--- src/rtl/jt12_timers.sv ---
// jt12_timers: YM2612-style Timer A / Timer B with overflow flags and IRQ.
// Timer A is a 10-bit up-counter stepping once per tick; Timer B is an 8-bit
// up-counter stepping once per 2^TB_PRES_W ticks. A tick is clk_en & zero.
module jt12_timers #(
  parameter int unsigned TB_PRES_W = 4
) (
  input  logic       clk,
  input  logic       rst_n,
  input  logic       clk_en,
  input  logic       zero,
  input  logic [9:0] value_A,
  input  logic [7:0] value_B,
  input  logic       load_A,
  input  logic       load_B,
  input  logic       enable_irq_A,
  input  logic       enable_irq_B,
  input  logic       clr_flag_A,
  input  logic       clr_flag_B,
  output logic       flag_A,
  output logic       flag_B,
  output logic       overflow_A,
  output logic       irq_n
);

  localparam logic [TB_PRES_W-1:0] PRES_ONE = TB_PRES_W'(1);

  logic                 tick;

  logic [9:0]           cnt_A_q, cnt_A_d;
  logic                 last_A_q, last_A_d;
  logic                 ovf_A_q, ovf_A_d;
  logic                 flag_A_q, flag_A_d;
  logic                 set_A;

  logic [7:0]           cnt_B_q, cnt_B_d;
  logic [TB_PRES_W-1:0] pres_B_q, pres_B_d;
  logic                 last_B_q, last_B_d;
  logic                 flag_B_q, flag_B_d;
  logic                 set_B;

  assign tick = clk_en & zero;

  // Timer A: load on rising load_A, count while held, reload and pulse at 1023.
  always_comb begin
    cnt_A_d  = cnt_A_q;
    last_A_d = last_A_q;
    ovf_A_d  = 1'b0;
    set_A    = 1'b0;
    if (tick) begin
      last_A_d = load_A;
      if (load_A) begin
        if (!last_A_q) begin
          cnt_A_d = value_A;
        end else if (cnt_A_q == '1) begin
          cnt_A_d = value_A;
          ovf_A_d = 1'b1;
          set_A   = enable_irq_A;
        end else begin
          cnt_A_d = cnt_A_q + 10'd1;
        end
      end
    end
  end

  // Timer B: prescaled counter; the counter steps on the tick where the
  // prescaler is all-ones (it wraps to zero on that same tick).
  always_comb begin
    cnt_B_d  = cnt_B_q;
    pres_B_d = pres_B_q;
    last_B_d = last_B_q;
    set_B    = 1'b0;
    if (tick) begin
      last_B_d = load_B;
      if (load_B) begin
        if (!last_B_q) begin
          cnt_B_d  = value_B;
          pres_B_d = '0;
        end else begin
          pres_B_d = pres_B_q + PRES_ONE;
          if (pres_B_q == '1) begin
            if (cnt_B_q == '1) begin
              cnt_B_d = value_B;
              set_B   = enable_irq_B;
            end else begin
              cnt_B_d = cnt_B_q + 8'd1;
            end
          end
        end
      end
    end
  end

  // Flags: clear strobe wins over a simultaneous set; otherwise sticky.
  always_comb begin
    flag_A_d = flag_A_q;
    flag_B_d = flag_B_q;
    if (clr_flag_A)  flag_A_d = 1'b0;
    else if (set_A)  flag_A_d = 1'b1;
    if (clr_flag_B)  flag_B_d = 1'b0;
    else if (set_B)  flag_B_d = 1'b1;
  end

  // State registers with asynchronous active-low reset.
  always_ff @(posedge clk or negedge rst_n) begin
    if (!rst_n) begin
      cnt_A_q  <= '0;
      last_A_q <= 1'b0;
      ovf_A_q  <= 1'b0;
      flag_A_q <= 1'b0;
      cnt_B_q  <= '0;
      pres_B_q <= '0;
      last_B_q <= 1'b0;
      flag_B_q <= 1'b0;
    end else begin
      cnt_A_q  <= cnt_A_d;
      last_A_q <= last_A_d;
      ovf_A_q  <= ovf_A_d;
      flag_A_q <= flag_A_d;
      cnt_B_q  <= cnt_B_d;
      pres_B_q <= pres_B_d;
      last_B_q <= last_B_d;
      flag_B_q <= flag_B_d;
    end
  end

  assign flag_A     = flag_A_q;
  assign flag_B     = flag_B_q;
  assign overflow_A = ovf_A_q;
  assign irq_n      = ~(flag_A_q | flag_B_q);

endmodule
--- config.mk ---
export PLATFORM = sky130hd
export DESIGN_NAME = jt12_timers
export DESIGN_NICKNAME = d
export VERILOG_FILES = /design/src/rtl/jt12_timers.sv
export SDC_FILE = /design/constraint.sdc
export NUM_CORES = 1
export LEC_CHECK = 0
export BUFFER_PORTS_ARGS = -buffer_cell sky130_fd_sc_hd__buf_2
export CAP_MARGIN = 20
export CORE_MARGIN = 1.5
export CORE_UTILIZATION = 54
export DETAILED_ROUTE_END_ITERATION = 12
export PLACE_DENSITY = 0.78
export RECOVER_POWER = 50
export SLEW_MARGIN = 0
export SYNTH_ARGS = -nofsm -noshare
export SYNTH_HDL_FRONTEND = slang
export SYNTH_SLANG_ARGS = --single-unit
--- constraint.sdc ---
create_clock -name clk -period 2.25 [get_ports clk]
set_input_delay 0.1125 -clock clk [delete_from_list [all_inputs] [get_ports clk]]
set_output_delay 0.1125 -clock clk [all_outputs]
set_load 0.1 [all_outputs]
Word-level counts from Yosys, hierarchy flattened
Cells that the tools add are included.
{ "word_totals": {"register_bits": 27, "output_inout_bits": 4} }
{ "classes": {"addsub": 3, "eq_ne": 4, "muxes": 23, "bitwise_logic": 3, "reduce_logical": 5} }
{ "ops": {"columns": ["cell", "n"], "rows": [
  ["8-bit 2-to-1 mux", 3],
  ["10-bit 2-to-1 mux", 2],
  ["1-bit 2-to-1 mux", 17],
  ["10-bit by 1-bit adder with 10-bit output, second input constant", 1],
  ["10-bit equality test, second input constant", 1],
  ["8-bit by 1-bit adder with 8-bit output, second input constant", 1],
  ["8-bit equality test, second input constant", 1],
  ["4-bit by 1-bit adder with 4-bit output, second input constant", 1],
  ["4-bit equality test, second input constant", 1],
  ["4-bit 2-to-1 mux", 1],
  ["2-bit AND reduction", 2],
  ["2-bit nonzero test", 2],
  ["3-bit AND reduction", 1],
  ["2-bit by 1-bit inequality test with 1-bit output, second input constant", 1],
  ["1-bit AND", 1],
  ["1-bit inverter", 1],
  ["1-bit bitwise OR", 1]
]} }

Depth between registers and ports, before layout
Gate-level depths: netlist (run 1).
{ "depth": {"ltp_word": 8, "mapped_depth": 6} }

Worst setup path after synthesis (run 1)
Ideal clock, no wire load.
{ "synth_timing": {"kind": "flip-flop to output port", "start": "register flag_B_q (netlist: flag_B)", "end": "output irq_n", "arrival_time_ns": 2.155, "slack_ns": -0.018, "stages_incl_launch_ff": 2, "path_cell_list": "dfrtp_1 nor2_1"} }
{ "synth_via": {"elab_chain_cells": 2} }
{ "synth_rtl": {"columns": ["item", "line_no", "rtl"], "rows": [
  ["start: declaration", "38", "logic flag_B_q, flag_B_d;"],
  ["start signal: assignment", "122", "flag_B_q <= flag_B_d;"],
  ["1-bit bitwise OR", "129", "assign irq_n = ~(flag_A_q | flag_B_q);"],
  ["1-bit inverter", "129", null],
  ["end: declaration", "22", "output logic irq_n"]
]} }
Every way passes these cells.

Final worst setup path (run 1)
{ "layout_timing": {"start": "register cnt_A_q[0]", "end": "register flag_A_q (netlist: flag_A)"} }
{ "layout_via": {"elab_chain_cells": 6} }
{ "layout_rtl": {"columns": ["item", "line_no", "rtl"], "rows": [
  ["start: declaration", "29", "logic [9:0] cnt_A_q, cnt_A_d;"],
  ["start signal: assignment", "115", "cnt_A_q <= cnt_A_d;"],
  ["10-bit equality test", "54", "end else if (cnt_A_q == '1) begin"],
  ["1-bit 2-to-1 mux", "54", null],
  ["1-bit 2-to-1 mux", "52", "if (!last_A_q) begin"],
  ["1-bit 2-to-1 mux", "51", "if (load_A) begin"],
  ["1-bit 2-to-1 mux", "49", "if (tick) begin"],
  ["2-bit nonzero test (no line)", null, null],
  ["end signal: assignment", "118", "flag_A_q <= flag_A_d;"],
  ["end: declaration", "32", "logic flag_A_q, flag_A_d;"]
]} }
Every way passes these cells.
A chain may end at the register's enable or synchronous reset.

==> results of run 1 <==
[critical path: stages (launching register included)]
cell,delay [ns]
dfrtp_1,0.43
ha_1,0.25
nand3_4,0.13
or4_4,0.54
or3_1,0.31
a21oi_1,0.14
[per-layer routing]
layer	vias to the layer above	part of all wire (%)	GRT usage (%)
met5	-	0	0
met1	645	45	27.4
met4	0	0.82	8.97
li1	717	-	-
met3	4	2.9	2.07
met2	28	51	39.6
[through the flow]
| stage | total power, mW | utilization [%] |
|---|---|---|
| 3_3_place_gp | 1.13 | 63.2 |
| 2_1_floorplan | 1.04 | - |
| 5_1_grt | 1.48 | 65.2 |
| 3_5_place_dp | 1.17 | 63.2 |
| 4_1_cts | 1.38 | 65.3 |
| 6_report | 1.36 | 65.2 |
[final timing paths]
kind / start / end / slack (ns) / depth (start not counted)
setup / recovery: cnt_A_q[0] / flag_A / 0.38 / 5
hold / removal: value_B[1] / cnt_B_q[1] / 0.03 / 3
setup reg to reg: cnt_A_q[0] / flag_A / 0.38 / 5
hold reg to reg: pres_B_q[1] / pres_B_q[1] / 0.54 / 2
max in group asynchronous: rst_n / overflow_A / 0.79 / 2
min in group asynchronous: rst_n / cnt_A_q[3] / 0.65 / 2
[power by group]
group | total, mW | internal, mW | switching, mW
sequential | 0.746 | 0.598 | 0.148
clock | 0.198 | 0.0692 | 0.129
combinational | 0.416 | 0.200 | 0.216
total | 1.36 | 0.867 | 0.493
[logic make-up (layout without fill, tap and decap cells)]
family,count (synthesis),after routing,share of synthesized area [%]
buffers and inverters,13,45,3.35
and+or+nand+nor,74,74,24.1
adders and majority gates,3,3,2.39
AOI/OAI and AO/OA,48,48,21.9
muxes,8,8,5.26
DFF,27,27,43.0
[sequential cells by signal, indices dropped and copies added, names as in the netlist]
register	flops
flag_B	1
flag_A	1
pres_B_q	4
last_A_q	1
cnt_A_q	10
overflow_A	1
cnt_B_q	8
last_B_q	1
[final cells by class]
class	instances	share of cell area, %
Sequential cell	27	37.6
Timing Repair Buffer	35	10.6
Multi-Input combinational cell	133	46.9
Inverter	6	1.25
Tap cell	31	2.16
Clock buffer	4	1.46
[cells in the final DEF (no fill, tap or decap), drive strengths merged, types with 5 or more instances in the layout]
master,n
inv,6
o21ai,9
nand2,25
nand4,5
nand3,15
clkbuf,5
dfrtp,27
nor2,10
mux2i,6
a21oi,9
buf,31
==> run metrics, run 1 <==
maximum fanout along the worst path=8; number of global-route vias before repair=1369; worst min path class=in -> reg; full die area=3240 sq um; Cell Area, Synth=1570 sq um; placed cell count=about 230; Tmin final=1.87 ns; P&R area growth vs syn=14.6%; via/cell ratio=a little under 6; DIE WIDTH=56.9 um; Avg Cell Area, Syn=9.08 sq um; n_diodes=0; share of cells above drive strength 1=roughly a fifth; routed vias=1394; TritonCTS clock tree=done; RSZ-0062 raised after global routing=no; Routed WL per cell=13.9 um; Crit. End Element=register; CP Launch Type=register; FF+latch count, synth=27; Final GP Congestion=about 0.84; Num CTS Buffers=3; post-CTS setup buffers=0; # nets final=237; Resized cells post-CTS=0; # setup viols final=0; max_cap viols=0; largest net degree at the start of global routing=28; DRT Wirelength=3280 um; Post-synth top cells=dfrtp_1, nand2_1, nand3_1; final non-filler cell total=236; Setup WS pre-CTS=0.416 ns; pwr/cell area=756 nW/um^2; top-count cell post-synth=dfrtp_1; clk sinks=27; Hold-fix buffers, CTS=3; Critical Path AT=2.11 ns; fmax=536 MHz; grt total ovfl=0; fin area=1800 sq um; P_leak=0.785 nW; Die Y=56.9 um; DRT Pass-1 Iters=4; Total GRT Usage=22.2%; Syn Nets=slightly above 200; Synth top area share=43.0%; Fin Clk Skew=between 0.0009 and 0.001 ns; IO buf count=31; Core Box Area=2760 sq um; Worst-Skew Late Latency=0.31 ns; kind of critical path=reg -> reg; Sequential Area=676 sq um; placed instance area=1740 sq um; Initial Utilization=56.9%; largest area contributor in the netlist=dfrtp_1; Ys Warns=0; H-tree depth=1; I/O pin count=32; Slew @ Worst Pin=1.41 ns; number of flops mapped to enable cells by yosys=0; area occupied by multi-input gates=845 sq um; final worst-path cycle share=82.9%; Seq/Total Area, Yosys=43.0%; ranking of synthesized cells by area=dfrtp_1, nand2_1, nand3_1; clock slew at reported path FFs=roughly 0.13 ns; worst setup margin=0.384 ns; maximum vdd drop=0.532 mV; ys flop type=dfrtp_1; final setup TNS=0 ns; initial drt markers=72; Fillers=237; FFs w/ async S/R, synth=100%; half-perimeter wire length after placement=2500 um; initial antenna violation count=0; first-pass GRT wire length=5750 um; Clock Tree Buf Depth=2; status=finished, final reports clean; Final Max Tran Viols=0; root buffer cell=clkbuf_4; Hold Slack=roughly 0.035 ns; # DRC=0; Synth cell types=39; Site Rows=19; Final Hold Fails=0; Routed Antenna Nets=0; cells after synthesis=173; Rel. slew slack=6.12%; critical path data required time=2.50 ns
No activity file was read; power rests on OpenSTA's default activity.
==> run 2, diff against run 1 <==
- ABC_AREA: unset -> 1
- CORE_UTILIZATION: 54 -> 50
- PLACE_DENSITY: 0.78 -> 0.75
- clock period: 2.25 -> 1.7 ns (I/O delays scaled with it)
==> run metrics, run 2 <==
fmax=645 MHz (+20%); # setup viols final=0 (unchanged); CP Launch Type=register; RSZ-0062 raised after global routing=no; P&R area growth vs syn=17.2%; Final GP Congestion=0.854 (+1.2%); final worst-path cycle share=91.2% (+8.3 points); top-count cell post-synth=nand2_1; first-pass GRT wire length=6020 um (+4.6%); maximum vdd drop=0.669 mV (+26%); Final Max Tran Viols=0 (unchanged); I/O pin count=32 (unchanged); critical-path cell list=ha_1, nand2_2, nor2_2, nand2_1, nand2_2, inv_2, o21ai_0, o21ai_1; number of global-route vias before repair=1396 (+2.0%); Resized cells post-CTS=0 (unchanged); Syn Nets=276 (+35%); cells after synthesis=245 (+42%); Critical Path AT=1.78 ns (-0.33 ns); Avg Cell Area, Syn=7.07 sq um (-22%); kind of critical path=reg -> reg; critical path data required time=1.93 ns (-0.57 ns); Worst path most repeated cell=nand2_2; n_diodes=0 (unchanged); FF+latch count, synth=27 (unchanged); DIE WIDTH=61.9 um (+8.7%); # DRC=0 (unchanged); largest register by flop count=cnt_A_q; Cell Area, Synth=1730 sq um (+10%); Routed WL per cell=10.7 um (-23%); grt total ovfl=0 (unchanged); DRT Pass-1 Iters=4 (unchanged); via/cell ratio=4.93 (-17%); Slew @ Worst Pin=0.683 ns (-0.725 ns); Clock Tree Buf Depth=2 (unchanged); ranking of synthesized cells by area=dfrtp_1, nand2_1, inv_1; CP max stage delay=0.41 ns (-0.13 ns); share of cells above drive strength 1=18.7% (-1.8 points); IO buf count=31 (unchanged); pwr/cell area=879 nW/um^2 (+16%); largest area contributor in the netlist=dfrtp_1; routed vias=1626 (+17%); Die Y=61.9 um (+8.7%); TritonCTS clock tree=done; clock slew at reported path FFs=0.15 ns (+0.02 ns); Synth cell types=31 (-21%); max_cap viols=0 (unchanged); Synth top area share=39.0% (-4.0 points); root buffer cell=clkbuf_4; maximum fanout along the worst path=9 (+1); Routed Antenna Nets=0 (unchanged); number of flops mapped to enable cells by yosys=0 (unchanged); largest net degree at the start of global routing=28 (unchanged); Largest register FFs=10 (unchanged); # nets final=316 (+33%); Core Box Area=3340 sq um (+21%); Tmin final=1.55 ns (-0.315 ns); initial drt markers=56 (-22%); P_leak=1.08 nW (+37%); half-perimeter wire length after placement=2690 um (+7.5%); Final Hold Fails=0 (unchanged); critical path's slowest cell=dfrtp_1; FFs w/ async S/R, synth=100% (unchanged); Post-synth top cells=nand2_1, inv_1, dfrtp_1; worst min path class=in -> reg; Rel. slew slack=54.5% (+48 points); final core occ=60.8% (-4.4 points); initial antenna violation count=0 (unchanged); Num CTS Buffers=3 (unchanged); Largest regs=cnt_A_q (10), cnt_B_q (8), pres_B_q (4); most frequent cells in the layout=nand2_1, buf_2, inv_1; DRT Wirelength=3530 um (+7.6%); Crit. End Element=register; Initial Utilization=51.9% (-5.0 points); status=finished, final reports clean; Total GRT Usage=20.8% (-1.4 points); Ys Warns=0 (unchanged); H-tree depth=1 (unchanged); clk sinks=27 (unchanged); commonest non-fill, non-tap cell in the layout=nand2_1; final setup TNS=0 ns (unchanged); Fin Clk Skew=0.00428 ns (+0.00331 ns); full die area=3830 sq um (+18%); Seq/Total Area, Yosys=39.0% (-4.0 points); Worst-Skew Late Latency=0.32 ns (about the same); ys flop type=dfrtp_1; Site Rows=21 (+2)
[run 2: cell count changes in the layout (fill, tap and decap cells not counted), sizes merged, moves of 4 or more]
cell     change
nand2       +66
inv         +26
nor2        +18
nand3        +9
mux2i        -6
xor2         +6
a221o        -4
a2bb2oi      -4
and3         -4
nor3         -4
[run 2: final timing paths]
kind                               from           to  slack, ns  depth (start not counted)
max reg2reg                  cnt_B_q[0]   cnt_B_q[2]       0.15                          8
min                        enable_irq_A       flag_A       0.01                          3
min in group asynchronous         rst_n   cnt_A_q[1]       0.31                          2
max in group asynchronous         rst_n   cnt_B_q[5]       0.96                          2
min reg2reg                 pres_B_q[0]  pres_B_q[0]       0.52                          1
max                          cnt_B_q[0]   cnt_B_q[2]       0.15                          8
[run 2: worst max-delay path: cells and delay by family (launching register included)]
family,cells,cell delay [ns]
simple gates,4,0.46
flops,1,0.41
compound gates,2,0.28
fa+ha+maj,1,0.19
buf+inv,1,0.11
[run 2: final cells by class]
cell class	count	area [sq um]
clock inverter	1	5.00
timing repair buffer	38	220
clock buffer	3	22.5
fill	340	1310
multi-input combinational	182	920
sequential	27	676
inverter	33	129
tap	46	57.6
[run 2: stage by stage]
| step | setup WS, ns | power (mW) | area [sq um] | hold WS [ns] | cells |
|---|---|---|---|---|---|
| after floorplan | 0.209 | 1.35 | 1740 | -0.211 | 245 |
| after global placement | 0.214 | 1.48 | 1940 | 0.140 | 320 |
| after detailed placement | 0.169 | 1.50 | 1940 | 0.136 | 320 |
| after CTS | 0.151 | 1.79 | 2020 | 0.00812 | 329 |
| after global routing | 0.000279 | 1.94 | 2030 | 0.00709 | 330 |
| final | 0.150 | 1.78 | 2030 | 0.0129 | 330 |
[run 2: cell families (layout without fill, tap and decap cells)]
kind of cell	count (synthesis)	in the layout	synth area share (%)
AOI/OAI and AO/OA	22	22	7.95
xor gates and xnor gates	9	9	4.55
adders and majority gates	3	3	2.17
buffers and inverters	36	75	8.31
DFF	27	27	39.0
and+or+nand+nor	148	148	38.0
[run 2: metal layers]
metal,share of wire [%],up-vias,GRT usage [%]
met4,0.59,0,3.34
met1,50,750,29.6
met5,0,-,0
met2,45,31,33.8
met3,4.1,2,3.93
li1,-,843,-
[run 2: timing repair]
action / CTS / global route
hold buffers: 5 / 0
endpoints found under the hold margin: 31 / 0
endpoints found under the setup margin: 0 / 1
buffers inserted: 0 / 1
[run 2: power breakdown]
group	switching, mW	total [mW]	internal [mW]
Sequential	0.173	0.954	0.780
Clock	0.191	0.279	0.0882
Combinational	0.300	0.551	0.251
Total	0.664	1.78	1.12
